File: src/rtl/ysyx_23060208_pkg.sv
// Shared ysyx_23060208 core constants: default register-file geometry and
// the hard-wired zero register index.
package ysyx_23060208_pkg;

  localparam int REG_WIDTH_DEF  = 5;
  localparam int DATA_WIDTH_DEF = 32;
  localparam int X0_IDX         = 0;

endpackage

File: src/rtl/ysyx_23060208_scoreboard.sv
// Register busy scoreboard: one pending bit per architectural register plus
// a registered count of pending destinations.
module ysyx_23060208_scoreboard
  import ysyx_23060208_pkg::*;
#(
  parameter int REG_WIDTH = REG_WIDTH_DEF
) (
  input  logic                        clock,
  input  logic                        reset,
  input  logic                        set_en,
  input  logic [REG_WIDTH-1:0]        set_idx,
  input  logic                        clr_en,
  input  logic [REG_WIDTH-1:0]        clr_idx,
  output logic [(2**REG_WIDTH)-1:0]   busy,
  output logic [REG_WIDTH:0]          busy_cnt
);

  localparam int NREG = 2**REG_WIDTH;

  logic [NREG-1:0]    busy_nxt;
  logic [REG_WIDTH:0] cnt_nxt;

  // Clear first so that a same-cycle set of the same index wins; x0 never busy.
  always_comb begin
    busy_nxt = busy;
    if (clr_en) busy_nxt[clr_idx] = 1'b0;
    if (set_en) busy_nxt[set_idx] = 1'b1;
    busy_nxt[X0_IDX] = 1'b0;
    cnt_nxt = '0;
    for (int i = 0; i < NREG; i++) begin
      cnt_nxt = cnt_nxt + {{REG_WIDTH{1'b0}}, busy_nxt[i]};
    end
  end

  always_ff @(posedge clock) begin
    if (reset) begin
      busy     <= '0;
      busy_cnt <= '0;
    end else begin
      busy     <= busy_nxt;
      busy_cnt <= cnt_nxt;
    end
  end

endmodule

File: src/rtl/ysyx_23060208_opfetch.sv
// Operand fetch / issue stage: reads sources with writeback bypass, stalls on
// RAW/WAW hazards via the scoreboard, and holds one issued instruction.
module ysyx_23060208_opfetch
  import ysyx_23060208_pkg::*;
#(
  parameter int REG_WIDTH  = REG_WIDTH_DEF,
  parameter int DATA_WIDTH = DATA_WIDTH_DEF
) (
  input  logic                  clock,
  input  logic                  reset,
  input  logic                  in_valid,
  output logic                  in_ready,
  input  logic [REG_WIDTH-1:0]  in_rs1,
  input  logic [REG_WIDTH-1:0]  in_rs2,
  input  logic [REG_WIDTH-1:0]  in_rd,
  input  logic                  in_rd_wen,
  output logic [REG_WIDTH-1:0]  raddr1,
  output logic [REG_WIDTH-1:0]  raddr2,
  input  logic [DATA_WIDTH-1:0] rdata1,
  input  logic [DATA_WIDTH-1:0] rdata2,
  input  logic                  wb_valid,
  input  logic [REG_WIDTH-1:0]  wb_addr,
  input  logic [DATA_WIDTH-1:0] wb_data,
  output logic                  rf_wen,
  output logic [REG_WIDTH-1:0]  rf_waddr,
  output logic [DATA_WIDTH-1:0] rf_wdata,
  output logic                  out_valid,
  input  logic                  out_ready,
  output logic [DATA_WIDTH-1:0] out_src1,
  output logic [DATA_WIDTH-1:0] out_src2,
  output logic [REG_WIDTH-1:0]  out_rd,
  output logic                  out_rd_wen,
  output logic [REG_WIDTH:0]    busy_cnt,
  output logic                  err_wb
);

  localparam logic [REG_WIDTH-1:0] X0 = REG_WIDTH'(X0_IDX);

  logic [(2**REG_WIDTH)-1:0] busy;
  logic                      clr;
  logic                      raw1, raw2, waw;
  logic                      out_free;
  logic                      accept;
  logic                      set_en;
  logic [DATA_WIDTH-1:0]     opa_p0, opb_p0;

  // Stage p0: hazard detection, handshake and operand bypass.
  assign clr      = wb_valid && (wb_addr != X0) && !reset;
  assign raw1     = busy[in_rs1] && !(clr && (wb_addr == in_rs1));
  assign raw2     = busy[in_rs2] && !(clr && (wb_addr == in_rs2));
  assign waw      = in_rd_wen && busy[in_rd] && !(clr && (wb_addr == in_rd));
  assign out_free = !out_valid || out_ready;
  assign in_ready = !reset && out_free && !raw1 && !raw2 && !waw;
  assign accept   = in_valid && in_ready;
  assign set_en   = accept && in_rd_wen && (in_rd != X0);

  assign raddr1   = in_rs1;
  assign raddr2   = in_rs2;
  assign rf_wen   = clr;
  assign rf_waddr = wb_addr;
  assign rf_wdata = wb_data;

  always_comb begin
    opa_p0 = rdata1;
    opb_p0 = rdata2;
    if (clr && (wb_addr == in_rs1)) opa_p0 = wb_data;
    else if (in_rs1 == X0)          opa_p0 = '0;
    if (clr && (wb_addr == in_rs2)) opb_p0 = wb_data;
    else if (in_rs2 == X0)          opb_p0 = '0;
  end

  // Stage p1: issue register, held while downstream stalls.
  always_ff @(posedge clock) begin
    if (reset) begin
      out_valid  <= 1'b0;
      out_src1   <= '0;
      out_src2   <= '0;
      out_rd     <= '0;
      out_rd_wen <= 1'b0;
      err_wb     <= 1'b0;
    end else begin
      if (accept) begin
        out_valid  <= 1'b1;
        out_src1   <= opa_p0;
        out_src2   <= opb_p0;
        out_rd     <= in_rd;
        out_rd_wen <= in_rd_wen;
      end else if (out_ready) begin
        out_valid  <= 1'b0;
      end
      if (clr && !busy[wb_addr]) err_wb <= 1'b1;
    end
  end

  ysyx_23060208_scoreboard #(
    .REG_WIDTH (REG_WIDTH)
  ) u_scoreboard (
    .clock    (clock),
    .reset    (reset),
    .set_en   (set_en),
    .set_idx  (in_rd),
    .clr_en   (clr),
    .clr_idx  (wb_addr),
    .busy     (busy),
    .busy_cnt (busy_cnt)
  );

endmodule

File: config.mk
export PLATFORM = sky130hd
export DESIGN_NAME = ysyx_23060208_opfetch
export DESIGN_NICKNAME = d
export VERILOG_FILES = /design/src/rtl/ysyx_23060208_pkg.sv /design/src/rtl/ysyx_23060208_scoreboard.sv /design/src/rtl/ysyx_23060208_opfetch.sv
export SDC_FILE = /design/constraint.sdc
export NUM_CORES = 1
export LEC_CHECK = 0
export CAP_MARGIN = 15
export CELL_PAD_IN_SITES_DETAIL_PLACEMENT = 0
export CELL_PAD_IN_SITES_GLOBAL_PLACEMENT = 1
export CORE_ASPECT_RATIO = 1.5
export CORE_MARGIN = 5
export CORE_UTILIZATION = 30
export CTS_CLUSTER_SIZE = 10
export DETAILED_ROUTE_END_ITERATION = 7
export PLACE_DENSITY_LB_ADDON = 0.1
export REMOVE_ABC_BUFFERS = 1
export SYNTH_ARGS = -nofsm -noshare
export SYNTH_HDL_FRONTEND = slang
export SYNTH_HIERARCHICAL = 1
export SYNTH_SLANG_ARGS = --single-unit
File: constraint.sdc
create_clock -name clock -period 29.3 [get_ports clock]
set_input_delay 7.325 -clock clock [delete_from_list [all_inputs] [get_ports clock]]
set_output_delay 7.325 -clock clock [all_outputs]
set_load 0.1 [all_outputs]
==> metrics.md <==
| Metric | Value |
|---|---|
| Worst slew pin tran | `1136 ps` |
| TNS Setup | `0 ps` |
| Simple-gate share of the synthesized area | `21.41%` |
| RR Endpoint | `u_scoreboard/busy_cnt[4]$_SDFF_PP0_` |
| Reg area | `2182 um^2` |
| Global placement routability congestion | `0.8493` |
| Required time of the worst setup path | `21,980 ps` |
| Met3 wire len | `1.759 mm` |
| DIE HEIGHT | `212.5 um` |
| CP endpoint | `in_ready` |
| CTS clk-pin slew, worst paths | `80 ps` |
| Post-synth top cells | `126 x nand2_1, 109 x dfxtp_1, 98 x a21oi_1` |
| Seq/Total Area, Yosys | `26.60%` |
| CTS buffer count | `9` |
| Row count | `74` |
| PortBufs | `248` |
| Yosys reg bits | `109` |
| CTS resizes | `0` |
| Placed inst area | `10,490 um^2` |
| FFs w/ async S/R, synth | `0%` |
| CP Max Fanout | `33` |
| Synth area leader | `dfxtp_1` |
| Synth top area share | `26.60%` |
| GRT Total Usage | `19.49%` |
| Largest net degree at the start of global routing | `85` |
| Post-CTS Setup Bufs | `0` |
| Max_slew headroom | `24.05%` |
| Synth unique cells | `57` |
| Largest family of logic cells by synthesized area | `multiplexers` |
| Root Buffer Master | `clkbuf_16` |
| Reg-to-reg startpoint | `u_scoreboard/busy[19]$_SDFF_PP0_` |
| Die area | `30,820 um^2` |
| Skew final | `9.947 ps` |
| HP Class | `reg -> reg` |
| Peak supply drop | `0.02775 mV` |
| Worst Setup SP | `wb_addr[3]` |
| Via count | `7,215` |
| Fin crit period | `18,590 ps` |
| P per Cell Area | `40.02 nW/um^2` |
| Fin Hold WS | `462.9 ps` |
| Pleak | `4.414 nW` |
| Hold Violations, Final | `0` |
| CTS tree | `yes` |
| Clock net sink count | `109` |
| Mux cell area share after synthesis | `23.38%` |
| Startpoint Class | `primary input` |
| Synth Area in Compound Gates | `9.867%` |
| Crit path DAT | `11,260 ps` |
| H-tree depth | `3` |
| Synth Instances | `893` |
| Hold_buf cts | `0` |
| Fillers | `2,781` |
| Clock latency on the worst-skew pair | `370 ps` |
| R2r worst-path depth | `23` |
| Most frequent cell after synthesis | `nand2_1` |
| Vias/cell | `5.143` |
| Metal-1 WL | `12.65 mm` |
| Clock buffer depth | `2` |
| Die Width | `145.0 um` |
| Maxcap violations | `0` |
| Synth Area in Adders | `6.680%` |
| DRT iter0 DRCs | `474` |
| DR pass1 iterations | `5` |
| Multi-input gate area | `5182 um^2` |
| Wirelength per Cell | `22.22 um` |
| Max-slew violations | `0` |
| R2r setup slk | `20,670 ps` |
| Status | `finished, final reports clean` |
| XOR/XNOR share of the synthesized area | `1.708%` |
| Mapped Avg Cell Area | `9.187 um^2` |
| DRC Markers | `0` |
| Final period util | `63.45%` |
| Worst setup EP type | `output pin` |
| Vias in the first global route | `7,168` |
| Cell area after layout | `10,810 um^2` |
| Post-route ant nets | `0` |
| Main synth FF type | `dfxtp_1` |
| Area Growth Syn to Fin | `31.77%` |
| Post-synth EDFFs | `0` |
| YS warnings | `6` |
| FMAX | `0.05379 GHz` |
| Layout net count | `1,206` |
| First-pass GRT wire length | `46.23 mm` |
| CORE AREA | `27,130 um^2` |
| Layout cells sized above 1 | `13.41%` |
| Total grt overflow | `0` |
| Routed WL | `31.17 mm` |
| Synth area leaders | `dfxtp_1 27%, mux2_4 11%, mux4_2 7.1%` |
| Setup CP Type | `in -> out` |
| Max layer used | `met4` |
| Initial core utilization | `30.24%` |
| Initial antenna violation count | `2` |
| RSZ-0062 raised after global routing | `false` |
| IO Count | `249` |
| Final setup viols | `0` |
| Syn Std Cell Area | `8204 um^2` |
| Dpl hpwl | `22.69 mm` |
| WL met2 | `15.76 mm` |
area by class of cell:
cell class | instances | area share, %
flip-flops and latches | 109 | 20.19
multi-input cells | 643 | 47.94
inverters | 27 | 0.9375
diodes | 2 | 0.04630
clock buffers | 12 | 2.373
clock inverters | 4 | 0.5093
well taps | 342 | 3.958
repair buffers | 264 | 24.05
critical path, stage by stage:
cell	delay, ps
clkdlybuf4s50_1	950
or4_1	240
o211ai_2	190
or4_1	560
buf_4	300
o2111ai_4	170
nand2_1	100
nor3_1	180
clkdlybuf4s50_1	1210
per-stage QoR:
stage                     worst slack, ps  instances  util [%]  total power, W
after CTS                           10720       1401     39.83       0.0004390
after global routing                10560       1403     39.85       0.0004499
after detailed placement            10720       1385     38.68       0.0003013
after global placement              10750       1385     38.68       0.0003015
after floorplan                     10990        779         -       0.0002234
final                               10710       1403     39.85       0.0004326
kinds of logic (layout without fill, tap and decap cells):
kind of cell,Yosys count,count (layout)
adders and majority gates,30,30
DFF,109,109
and+or+nand+nor,334,334
AOI/OAI and AO/OA,144,144
muxes,118,118
buffers and inverters,141,307
other,1,3
xor gates and xnor gates,16,16
flip-flops by register name (all words and copies together) (netlist names):
| signal | cells |
|---|---|
| out_src2 | 32 |
| out_src1 | 32 |
| u_scoreboard/busy_cnt | 6 |
| out_rd_wen | 1 |
| u_scoreboard/busy | 31 |
| out_valid | 1 |
| out_rd | 5 |
| err_wb | 1 |
power by group:
part / switching (W) / internal [W]
Sequential: 0.00000228 / 0.000153
Combinational: 0.0000951 / 0.0000469
Clock: 0.0000637 / 0.0000718
Total: 0.000161 / 0.000271
metal layers:
| layer | up-vias | global-route usage [%] |
|---|---|---|
| met5 | - | 0 |
| met4 | 0 | 7.667 |
| met3 | 57 | 4.072 |
| met2 | 276 | 34.11 |
| met1 | 3508 | 23.39 |
| li1 | 3374 | - |
worst min path at each step:
stage                                     start                          endpoint  slack, ps  cells past startpoint
3_3_place_gp            out_rd_wen$_SDFFE_PP0P_           out_rd_wen$_SDFFE_PP0P_        450                      2
4_1_cts                 out_rd_wen$_SDFFE_PP0P_           out_rd_wen$_SDFFE_PP0P_        470                      2
5_1_grt                 out_rd_wen$_SDFFE_PP0P_           out_rd_wen$_SDFFE_PP0P_        500                      2
3_5_place_dp            out_rd_wen$_SDFFE_PP0P_           out_rd_wen$_SDFFE_PP0P_        460                      2
2_1_floorplan  u_scoreboard/busy[19]$_SDFF_PP0_  u_scoreboard/busy[19]$_SDFF_PP0_        470                      2
6_report                out_rd_wen$_SDFFE_PP0P_           out_rd_wen$_SDFFE_PP0P_        460                      2
placed cells by master (no fill, tap or decap), drive strengths merged, types with 3 or more instances in the layout:
cell type      netlist  final
mux2i               21     21
mux2                65     65
clkbuf              49     12
buf                 65     17
nor3b                4      4
fa                  23     23
clkdlybuf4s50        0    247
or3b                 4      4
nor3                 4      4
o21ai               33     33
mux4                32     32
nand3b               8      8
nand2              126    126
a21oi               98     98
nor2                 8      8
nor2b               68     68
nand3               74     74
o2111ai              3      3
xor2                 6      6
dfxtp              109    109
xnor2               10     10
and3b                6      6
and2                17     17
ha                   7      7
or4                  4      4
inv                 27     28
No activity file was read; power rests on OpenSTA's default activity.
